===== src/rtl/decode_pkg.sv =====
// ---------------------------------------------------------------------------
// decode_pkg
// Definitions shared by the decode stage, its register file and its bus
// interface:
//   - the opcode values the stage recognises
//   - ctrl_t, the packed control word produced by decode
//   - decode_op(), a pure opcode -> ctrl_t table
//   - uses_rt(), which reports whether an instruction reads rt
// ---------------------------------------------------------------------------
package decode_pkg;

    localparam logic [5:0] OP_ADD  = 6'd1;
    localparam logic [5:0] OP_SUB  = 6'd3;
    localparam logic [5:0] OP_ADDI = 6'd32;
    localparam logic [5:0] OP_LD   = 6'd36;
    localparam logic [5:0] OP_ST   = 6'd37;
    localparam logic [5:0] OP_BEZ  = 6'd40;
    localparam logic [5:0] OP_BNE  = 6'd41;
    localparam logic [5:0] OP_JMP  = 6'd42;

    localparam logic [3:0] CMD_ADD = 4'b0000;
    localparam logic [3:0] CMD_SUB = 4'b0010;

    typedef struct packed {
        logic       wb;
        logic       mem_rd;
        logic       mem_wr;
        logic [1:0] branch;
        logic [3:0] cmd;
        logic       imm;
    } ctrl_t;

    // Any opcode that is not listed decodes to a NOP (all controls zero).
    function automatic ctrl_t decode_op(input logic [5:0] opcode);
        ctrl_t c;
        c = '0;
        case (opcode)
            OP_ADD:  begin c.wb = 1'b1; c.cmd = CMD_ADD; end
            OP_SUB:  begin c.wb = 1'b1; c.cmd = CMD_SUB; end
            OP_ADDI: begin c.wb = 1'b1; c.imm = 1'b1; end
            OP_LD:   begin c.wb = 1'b1; c.mem_rd = 1'b1; c.imm = 1'b1; end
            OP_ST:   begin c.mem_wr = 1'b1; c.imm = 1'b1; end
            OP_BEZ:  begin c.branch = 2'b01; c.imm = 1'b1; end
            OP_BNE:  begin c.branch = 2'b10; c.imm = 1'b1; end
            OP_JMP:  begin c.branch = 2'b11; c.imm = 1'b1; end
            default: c = '0;
        endcase
        return c;
    endfunction

    // rt is a true source for register-register ALU ops, stores and the
    // two conditional branches; only then may it raise a load-use hazard.
    function automatic logic uses_rt(input ctrl_t c);
        return (c.wb & ~c.imm) | c.mem_wr | (c.branch == 2'b01) | (c.branch == 2'b10);
    endfunction

endpackage


===== src/rtl/decode_pipe_stage_if.sv =====
// ---------------------------------------------------------------------------
// decode_pipe_stage_if
// Bundles every non-clock signal of the decode stage.
//   master : drives the stage inputs (IF/ID, WB, EX status, control)
//   slave  : the decode stage itself; drives stall and the ID/EX outputs
// Inputs : freeze, flush, pc_in, instr, wb_en_in, wb_dest_in, wb_val_in,
//          ex_mem_read, ex_dest
// Outputs: stall, ex_pc, ex_wb_en, ex_mem_rd, ex_mem_wr, ex_branch, ex_cmd,
//          ex_reg1, ex_reg2, ex_op2, ex_dest_out
// ---------------------------------------------------------------------------
interface decode_pipe_stage_if #(
    parameter int DATA_W  = 32,
    parameter int REG_CNT = 32
);
    localparam int RA_W = $clog2(REG_CNT);

    logic              freeze;
    logic              flush;
    logic [DATA_W-1:0] pc_in;
    logic [31:0]       instr;
    logic              wb_en_in;
    logic [RA_W-1:0]   wb_dest_in;
    logic [DATA_W-1:0] wb_val_in;
    logic              ex_mem_read;
    logic [RA_W-1:0]   ex_dest;

    logic              stall;
    logic [DATA_W-1:0] ex_pc;
    logic              ex_wb_en;
    logic              ex_mem_rd;
    logic              ex_mem_wr;
    logic [1:0]        ex_branch;
    logic [3:0]        ex_cmd;
    logic [DATA_W-1:0] ex_reg1;
    logic [DATA_W-1:0] ex_reg2;
    logic [DATA_W-1:0] ex_op2;
    logic [RA_W-1:0]   ex_dest_out;

    modport master (
        output freeze, flush, pc_in, instr, wb_en_in, wb_dest_in, wb_val_in,
               ex_mem_read, ex_dest,
        input  stall, ex_pc, ex_wb_en, ex_mem_rd, ex_mem_wr, ex_branch, ex_cmd,
               ex_reg1, ex_reg2, ex_op2, ex_dest_out
    );

    modport slave (
        input  freeze, flush, pc_in, instr, wb_en_in, wb_dest_in, wb_val_in,
               ex_mem_read, ex_dest,
        output stall, ex_pc, ex_wb_en, ex_mem_rd, ex_mem_wr, ex_branch, ex_cmd,
               ex_reg1, ex_reg2, ex_op2, ex_dest_out
    );

endinterface


===== src/rtl/decode_regfile.sv =====
// ---------------------------------------------------------------------------
// decode_regfile
// Architectural register file: two asynchronous read ports, one write port
// committed on the rising edge, asynchronous active-low clear.
// Register 0 always reads as zero and ignores writes.
// Optional macro DECODE_WB_BYPASS_EN: a read of the register being written
// in the same cycle returns the write data instead of the stored value.
// Ports: clk, rst (active-low), i_we, i_waddr, i_wdata,
//        i_raddr1, i_raddr2, o_rdata1, o_rdata2
// ---------------------------------------------------------------------------
module decode_regfile #(
    parameter  int DATA_W  = 32,
    parameter  int REG_CNT = 32,
    localparam int RA_W    = $clog2(REG_CNT)
) (
    input  logic              clk,
    input  logic              rst,
    input  logic              i_we,
    input  logic [RA_W-1:0]   i_waddr,
    input  logic [DATA_W-1:0] i_wdata,
    input  logic [RA_W-1:0]   i_raddr1,
    input  logic [RA_W-1:0]   i_raddr2,
    output logic [DATA_W-1:0] o_rdata1,
    output logic [DATA_W-1:0] o_rdata2
);

    logic [DATA_W-1:0] r_mem [REG_CNT];

    // NOTE: every entry must read as zero straight after reset, so the array
    // is cleared by the reset branch; this builds it from flops, not a RAM macro.
    always_ff @(posedge clk or negedge rst) begin
        if (!rst) begin
            for (int i = 0; i < REG_CNT; i++) begin
                // NOTE: state is written with <= so every flop samples the
                // pre-edge values regardless of statement order.
                r_mem[i] <= '0;
            end
        end else if (i_we && (i_waddr != '0)) begin
            r_mem[i_waddr] <= i_wdata;
        end
    end

    always_comb begin
        // NOTE: defaults first so no path leaves an output unassigned (no latch).
        o_rdata1 = (i_raddr1 == '0) ? '0 : r_mem[i_raddr1];
        o_rdata2 = (i_raddr2 == '0) ? '0 : r_mem[i_raddr2];
`ifdef DECODE_WB_BYPASS_EN
        if (i_we && (i_waddr != '0) && (i_waddr == i_raddr1)) o_rdata1 = i_wdata;
        if (i_we && (i_waddr != '0) && (i_waddr == i_raddr2)) o_rdata2 = i_wdata;
`else
        // Same-cycle write and read returns the old value; the hazard unit
        // outside this stage has to cover that case.
`endif
    end

endmodule


===== src/rtl/decode_pipe_stage.sv =====
// ---------------------------------------------------------------------------
// decode_pipe_stage
// Instruction decode with its own ID/EX pipeline register. Decodes the
// opcode, reads rs/rt, sign-extends the immediate, selects operand 2 and the
// destination, detects load-use hazards against EX, and updates ID/EX with
// priority reset > freeze > flush > hazard bubble > load.
// Ports: clk, rst (async active-low), bus (decode_pipe_stage_if.slave)
// Optional macro DECODE_WB_BYPASS_EN enables write-back to read bypass in
// the register file.
// ---------------------------------------------------------------------------
module decode_pipe_stage #(
    parameter  int DATA_W  = 32,
    parameter  int REG_CNT = 32,
    parameter  int IMM_W   = 16,
    localparam int RA_W    = $clog2(REG_CNT)
) (
    input  logic               clk,
    input  logic               rst,
    decode_pipe_stage_if.slave bus
);
    import decode_pkg::*;

    ctrl_t             w_ctrl;
    logic [RA_W-1:0]   w_rs;
    logic [RA_W-1:0]   w_rt;
    logic [RA_W-1:0]   w_rd;
    logic [DATA_W-1:0] w_rdata1;
    logic [DATA_W-1:0] w_rdata2;
    logic [DATA_W-1:0] w_imm_ext;
    logic [DATA_W-1:0] w_op2;
    logic [RA_W-1:0]   w_dest;
    logic              w_hazard;
    logic              w_rf_we;

    assign w_ctrl    = decode_op(bus.instr[31:26]);
    assign w_rs      = bus.instr[21 +: RA_W];
    assign w_rt      = bus.instr[16 +: RA_W];
    assign w_rd      = bus.instr[11 +: RA_W];
    assign w_imm_ext = DATA_W'($signed(bus.instr[IMM_W-1:0]));
    assign w_op2     = w_ctrl.imm ? w_imm_ext : w_rdata2;
    assign w_dest    = w_ctrl.imm ? w_rt : w_rd;

    // Freeze holds the whole stage, including write-back; WB must re-present
    // a write that arrives while frozen.
    assign w_rf_we = bus.wb_en_in & ~bus.freeze;

    decode_regfile #(
        .DATA_W  (DATA_W),
        .REG_CNT (REG_CNT)
    ) u_regfile (
        .clk      (clk),
        .rst      (rst),
        .i_we     (w_rf_we),
        .i_waddr  (bus.wb_dest_in),
        .i_wdata  (bus.wb_val_in),
        .i_raddr1 (w_rs),
        .i_raddr2 (w_rt),
        .o_rdata1 (w_rdata1),
        .o_rdata2 (w_rdata2)
    );

    // A load in EX whose result is needed now: rs is always a source, rt only
    // for instructions that actually read it.
    assign w_hazard = bus.ex_mem_read && (bus.ex_dest != '0) &&
                      ((bus.ex_dest == w_rs) ||
                       ((bus.ex_dest == w_rt) && uses_rt(w_ctrl)));

    // A flush discards the dependent instruction anyway, so no stall then.
    assign bus.stall = rst & w_hazard & ~bus.flush & ~bus.freeze;

    logic [DATA_W-1:0] r_pc;
    logic              r_wb_en;
    logic              r_mem_rd;
    logic              r_mem_wr;
    logic [1:0]        r_branch;
    logic [3:0]        r_cmd;
    logic [DATA_W-1:0] r_reg1;
    logic [DATA_W-1:0] r_reg2;
    logic [DATA_W-1:0] r_op2;
    logic [RA_W-1:0]   r_dest;

    always_ff @(posedge clk or negedge rst) begin
        if (!rst) begin
            r_pc     <= '0;
            r_wb_en  <= 1'b0;
            r_mem_rd <= 1'b0;
            r_mem_wr <= 1'b0;
            r_branch <= '0;
            r_cmd    <= '0;
            r_reg1   <= '0;
            r_reg2   <= '0;
            r_op2    <= '0;
            r_dest   <= '0;
        end else if (bus.freeze) begin
            // hold
        end else if (bus.flush || w_hazard) begin
            r_pc     <= '0;
            r_wb_en  <= 1'b0;
            r_mem_rd <= 1'b0;
            r_mem_wr <= 1'b0;
            r_branch <= '0;
            r_cmd    <= '0;
            r_reg1   <= '0;
            r_reg2   <= '0;
            r_op2    <= '0;
            r_dest   <= '0;
        end else begin
            r_pc     <= bus.pc_in;
            r_wb_en  <= w_ctrl.wb;
            r_mem_rd <= w_ctrl.mem_rd;
            r_mem_wr <= w_ctrl.mem_wr;
            r_branch <= w_ctrl.branch;
            r_cmd    <= w_ctrl.cmd;
            r_reg1   <= w_rdata1;
            r_reg2   <= w_rdata2;
            r_op2    <= w_op2;
            r_dest   <= w_dest;
        end
    end

    assign bus.ex_pc       = r_pc;
    assign bus.ex_wb_en    = r_wb_en;
    assign bus.ex_mem_rd   = r_mem_rd;
    assign bus.ex_mem_wr   = r_mem_wr;
    assign bus.ex_branch   = r_branch;
    assign bus.ex_cmd      = r_cmd;
    assign bus.ex_reg1     = r_reg1;
    assign bus.ex_reg2     = r_reg2;
    assign bus.ex_op2      = r_op2;
    assign bus.ex_dest_out = r_dest;

endmodule


===== src/flat_wrapper.sv =====
// flat-port wrapper written by rule: the top's interface ports become plain ports
module decode_pipe_stage_flat import decode_pkg::*;
#(
    parameter  int DATA_W  = 32,
    parameter  int REG_CNT = 32,
    parameter  int IMM_W   = 16,
    localparam int RA_W    = $clog2(REG_CNT)
)
  (clk, rst, bus_freeze, bus_flush, bus_pc_in, bus_instr, bus_wb_en_in, bus_wb_dest_in, bus_wb_val_in, bus_ex_mem_read, bus_ex_dest, bus_stall, bus_ex_pc, bus_ex_wb_en, bus_ex_mem_rd, bus_ex_mem_wr, bus_ex_branch, bus_ex_cmd, bus_ex_reg1, bus_ex_reg2, bus_ex_op2, bus_ex_dest_out);
  decode_pipe_stage_if #(.DATA_W(DATA_W), .REG_CNT(REG_CNT)) bus_i ();
  input  logic clk;
  input  logic rst;
  input wire logic [$bits(bus_i.freeze)-1:0] bus_freeze;
  input wire logic [$bits(bus_i.flush)-1:0] bus_flush;
  input wire logic [$bits(bus_i.pc_in)-1:0] bus_pc_in;
  input wire logic [$bits(bus_i.instr)-1:0] bus_instr;
  input wire logic [$bits(bus_i.wb_en_in)-1:0] bus_wb_en_in;
  input wire logic [$bits(bus_i.wb_dest_in)-1:0] bus_wb_dest_in;
  input wire logic [$bits(bus_i.wb_val_in)-1:0] bus_wb_val_in;
  input wire logic [$bits(bus_i.ex_mem_read)-1:0] bus_ex_mem_read;
  input wire logic [$bits(bus_i.ex_dest)-1:0] bus_ex_dest;
  output wire logic [$bits(bus_i.stall)-1:0] bus_stall;
  output wire logic [$bits(bus_i.ex_pc)-1:0] bus_ex_pc;
  output wire logic [$bits(bus_i.ex_wb_en)-1:0] bus_ex_wb_en;
  output wire logic [$bits(bus_i.ex_mem_rd)-1:0] bus_ex_mem_rd;
  output wire logic [$bits(bus_i.ex_mem_wr)-1:0] bus_ex_mem_wr;
  output wire logic [$bits(bus_i.ex_branch)-1:0] bus_ex_branch;
  output wire logic [$bits(bus_i.ex_cmd)-1:0] bus_ex_cmd;
  output wire logic [$bits(bus_i.ex_reg1)-1:0] bus_ex_reg1;
  output wire logic [$bits(bus_i.ex_reg2)-1:0] bus_ex_reg2;
  output wire logic [$bits(bus_i.ex_op2)-1:0] bus_ex_op2;
  output wire logic [$bits(bus_i.ex_dest_out)-1:0] bus_ex_dest_out;
  assign bus_i.freeze = bus_freeze;
  assign bus_i.flush = bus_flush;
  assign bus_i.pc_in = bus_pc_in;
  assign bus_i.instr = bus_instr;
  assign bus_i.wb_en_in = bus_wb_en_in;
  assign bus_i.wb_dest_in = bus_wb_dest_in;
  assign bus_i.wb_val_in = bus_wb_val_in;
  assign bus_i.ex_mem_read = bus_ex_mem_read;
  assign bus_i.ex_dest = bus_ex_dest;
  assign bus_stall = bus_i.stall;
  assign bus_ex_pc = bus_i.ex_pc;
  assign bus_ex_wb_en = bus_i.ex_wb_en;
  assign bus_ex_mem_rd = bus_i.ex_mem_rd;
  assign bus_ex_mem_wr = bus_i.ex_mem_wr;
  assign bus_ex_branch = bus_i.ex_branch;
  assign bus_ex_cmd = bus_i.ex_cmd;
  assign bus_ex_reg1 = bus_i.ex_reg1;
  assign bus_ex_reg2 = bus_i.ex_reg2;
  assign bus_ex_op2 = bus_i.ex_op2;
  assign bus_ex_dest_out = bus_i.ex_dest_out;
  decode_pipe_stage #(.DATA_W(DATA_W), .REG_CNT(REG_CNT), .IMM_W(IMM_W)) u_core (.clk(clk), .rst(rst), .bus(bus_i));
endmodule

===== config.mk =====
export PLATFORM = sky130hd
export DESIGN_NAME = decode_pipe_stage_flat
export DESIGN_NICKNAME = d
export VERILOG_FILES = /design/src/rtl/decode_pkg.sv /design/src/rtl/decode_pipe_stage_if.sv /design/src/rtl/decode_regfile.sv /design/src/rtl/decode_pipe_stage.sv /design/src/flat_wrapper.sv
export SDC_FILE = /design/constraint.sdc
export NUM_CORES = 2
export LEC_CHECK = 0
export BUFFER_PORTS_ARGS = -buffer_cell sky130_fd_sc_hd__buf_2
export CORE_MARGIN = 8
export CORE_UTILIZATION = 35
export CTS_BUF_LIST = sky130_fd_sc_hd__clkbuf_8
export DETAILED_ROUTE_END_ITERATION = 8
export GPL_TIMING_DRIVEN = 0
export MAX_ROUTING_LAYER = met4
export RECOVER_POWER = 100
export SLEW_MARGIN = 20
export SYNTH_ARGS = -nofsm -noshare
export SYNTH_HDL_FRONTEND = slang
export SYNTH_HIERARCHICAL = 1
export SYNTH_SLANG_ARGS = --single-unit
export TNS_END_PERCENT = 20

===== constraint.sdc =====
create_clock -name clk -period 3.75 [get_ports clk]
set_clock_uncertainty 0.2 [all_clocks]
set_input_delay 0.75 -clock clk [delete_from_list [all_inputs] [get_ports clk]]
set_output_delay 0.75 -clock clk [all_outputs]
set_load 0.02 [all_outputs]

==> impl_metrics.yaml <==
floorplanning:
  row_count: 151
  die_h_um: 429.3
  start_util_pct: 35.28
  die_w_um: 429.3
  core-area_mm2: 0.1695
  ios: 255
  dieArea_mm2: 0.1843
global_routing:
  grt_overflow_total: 0
  grt.total_usage_pct: 25.16
  grt_pass1_wl_mm: 327.1
  antenna_found_initial: 25
  grt_max_degree: 137
  first_global_vias: 42740
synthesis:
  syn_avg_cell_area_um2: 15.09
  async_reset_ff_share_pct: 100.0
  synth_area_mm2: 0.05979
  synthCells: 3963
  ys_top_cells_by_count: "dfrtp_1 (1163), mux2_2 (1020), mux4_2 (455), clkbuf_1 (239), mux2i_1 (178)"
  synth_flop_cell: "dfrtp_1"
  synth_seq_cells: 1163
  yosysTopAreaCellShare_pct: 48.67
  ys_seq_area_share_pct: 48.67
  synth_area_leaders: "dfrtp_1 (49%), mux2_2 (19%), mux4_2 (17%)"
  synth-edff-count: 0
  synth.most_common_cell: "dfrtp_1"
  yosys.area.top_type: "dfrtp_1"
  synth.yosys.warnings: 6
  synth.distinct_cells: 55
sta:
  post-route-period-util_pct: 105.1
  fin_setup_tns_ps: -4523
  fmax_ghz: 0.2536
  max_slew_margin_pct: -27.95
  worstMarginPinSlew_ps: 1919
  fin_ws_ps: -192.7
  rsz0062_at_grt: "true"
  setup_viol: 98
  fin_crit_ps: 3943
  maxSlewViolCount: 621
  hold_viol_final: 0
  whs_ps: 140.9
run_status:
  status: "complete, but fails checks"
  violations: "max-capacitance violations, max-slew violations, negative setup slack"
setup_path:
  cpPeakStageDelay_ps: 790
  worstPathArrival_ps: 4570
  path_common_cell: "buf_2"
  cp.required_ps: 4380
  worstSetupStartpointType: "input port"
  cp_max_fo: 10
  reg2reg_from: "u_core/u_regfile/r_mem[521]$_DFFE_PN0P_"
  critical_path_class: "in2reg"
  crit_buf_inv: 5
  critical_path.cell_chain: "buf_2, buf_2, buf_4, buf_2, clkbuf_1, mux4_2, o22ai_1, nor3_1, mux2i_1, o31ai_1"
  reg2reg_to: "u_core/bus.ex_reg1[9]$_DFFE_PN0N_"
  cp_slowest_cell: "clkbuf_1"
  rr_worst_depth: 5
  reg2reg_slack_ps: 770
  cp-end-kind: "flip-flop"
  path_delay_family: "buffers and inverters"
final_layout:
  instances_no_fill: 6896
  seq_area_mm2: 0.02910
  final_util_pct: 40.61
  drive_gt1_share_pct: 43.86
  final_cell_area_mm2: 0.06883
  fill_cells: 15790
  multi_input_comb_area_mm2: 0.02853
  area_delta_synth_final_pct: 15.11
  fin_nets: 4633
placement:
  gp_congestion: 0.9649
  pre_cts_ws_ps: -1124
  post_dp_cell_area_mm2: 0.06416
  io_buffers: 248
  place_inst: 6442
  place_hpwl_mm: 166.3
clocking:
  root_buffer: "clkbuf_8"
  clk_pin_slew_ps: 60
  h-tree-depth: 4
  clock_sinks: 1163
  cts_buffers: 195
  insertion_delay_ps: 950
  cts_buffer_depth: 3
  cts_tree: "yes"
route:
  antenna_left: 0
  wl_met1_mm: 91.87
  drtIter0Drc: 5066
  finalWirelength_mm: 230.6
  num_vias: 41650
  wl_per_cell_um: 33.43
  wl_met2_mm: 101.4
  routed-wl-met3_mm: 22.39
  drc: 0
  routed.top_layer: "met4"
  dr.pass1.iters: 5
  viasPerCell: 6.040
worst_hold_path:
  min_path_cells: 3
  hp-start: "bus_instr[26]"
  hold_end: "u_core/bus.ex_branch[0]$_DFFE_PN0N_"
  hp-class: "in2reg"
power:
  vdd_ir_drop_max_mv: 0.3469
  total_power_mw: 32.91
  power_density_mw_per_mm2: 478.1
  p_leak_nw: 30.70
flow_run:
  cap_violations: 6
routing by layer:
metal,track usage [%],vias to the layer above
li1,-,16500
met1,31.89,22210
met2,36.60,2339
met3,7.076,599
met4,13.52,0
met5,-,-
placed cells by master, fill, tap and decap left out, drive strengths merged, types with 7 or more instances in the layout:
cell	synthesis	final
o22ai	82	82
a21oi	30	30
diode	0	13
mux2	1024	1024
xnor2	8	8
clkinv	0	14
a22o	149	149
mux4	469	469
buf	224	304
nand3	9	9
nand2b	11	11
o31ai	39	39
mux2i	178	178
nor2b	22	22
nor4	7	7
a211oi	38	38
nor3	58	58
inv	3	75
clkbuf	239	668
a22oi	18	18
o221ai	26	26
dlygate4sd3	0	96
nand2	66	66
nor2	21	21
a2111oi	27	27
dfrtp	1163	1163
kinds of logic (layout without fill, tap and decap cells):
kind of cell | Yosys count | count (layout) | synth area share [%]
muxes | 1671 | 1671 | 40.02
DFF | 1163 | 1163 | 48.67
buffers and inverters | 466 | 1166 | 3.668
AOI/OAI and AO/OA | 428 | 428 | 5.591
and+or+nand+nor | 223 | 223 | 1.879
xor gates and xnor gates | 11 | 11 | 0.1611
other | 1 | 16 | 0.006272
final cells by class:
class	instances	area share (%)
clock buffers	247	4.939
plain buffers	463	3.152
repair buffers	359	3.318
inverters	3	0.01636
multi-input cells	2336	41.46
well taps	2218	4.032
flip-flops and latches	1163	42.28
diodes	13	0.04727
clock inverters	94	0.7544
registers in the layout (all words and copies together) (netlist names):
register	flops
u_core/bus.ex_mem_rd	1
u_core/bus.ex_mem_wr	1
u_core/bus.ex_wb_en	1
u_core/bus.ex_cmd	1
u_core/bus.ex_reg1	32
u_core/bus.ex_reg2	32
u_core/bus.ex_branch	2
u_core/bus.ex_op2	32
u_core/bus.ex_dest_out	5
u_core/bus.ex_pc	32
u_core/u_regfile/r_mem	1024
tightest hold or removal path, delay by kind of cell:
kind / cells / cell delay (ps)
AO/OA/AOI/OAI: 1 / 200
buffers and inverters: 1 / 140
AND/OR/NAND/NOR: 1 / 100
worst max path at each step:
stage | start | to | slack, ps | cells past startpoint
global route | bus_instr[18] | u_core/bus.ex_op2[6]$_DFFE_PN0N_ | -100 | 10
CTS | bus_instr[16] | u_core/bus.ex_op2[21]$_DFFE_PN0N_ | 20 | 10
floorplan | bus_instr[26] | bus_stall | 520 | 6
finish | bus_instr[18] | u_core/bus.ex_op2[6]$_DFFE_PN0N_ | -190 | 10
global placement | rst | u_core/u_regfile/r_mem[911]$_DFFE_PN0P_ | -24490 | 1
detailed placement | bus_instr[20] | u_core/bus.ex_op2[21]$_DFFE_PN0N_ | -1120 | 10
where the power goes:
group | switching (mW) | total (mW) | internal (mW)
Combinational | 3.02 | 6.06 | 3.04
Clock | 5.48 | 11.5 | 6.04
Sequential | 1.22 | 15.3 | 14.1
Total | 9.72 | 32.9 | 23.2
repair_timing:
action                                 CTS  global route
setup endpoints to repair                2            43
gates cloned                             1             0
endpoints found under the hold margin  200             0
pin swaps                                0             0
gates resized for setup                  1            10
setup buffers                            0             0
hold buffers                            99             0
Note: power is estimated with default switching activity, not from simulation.
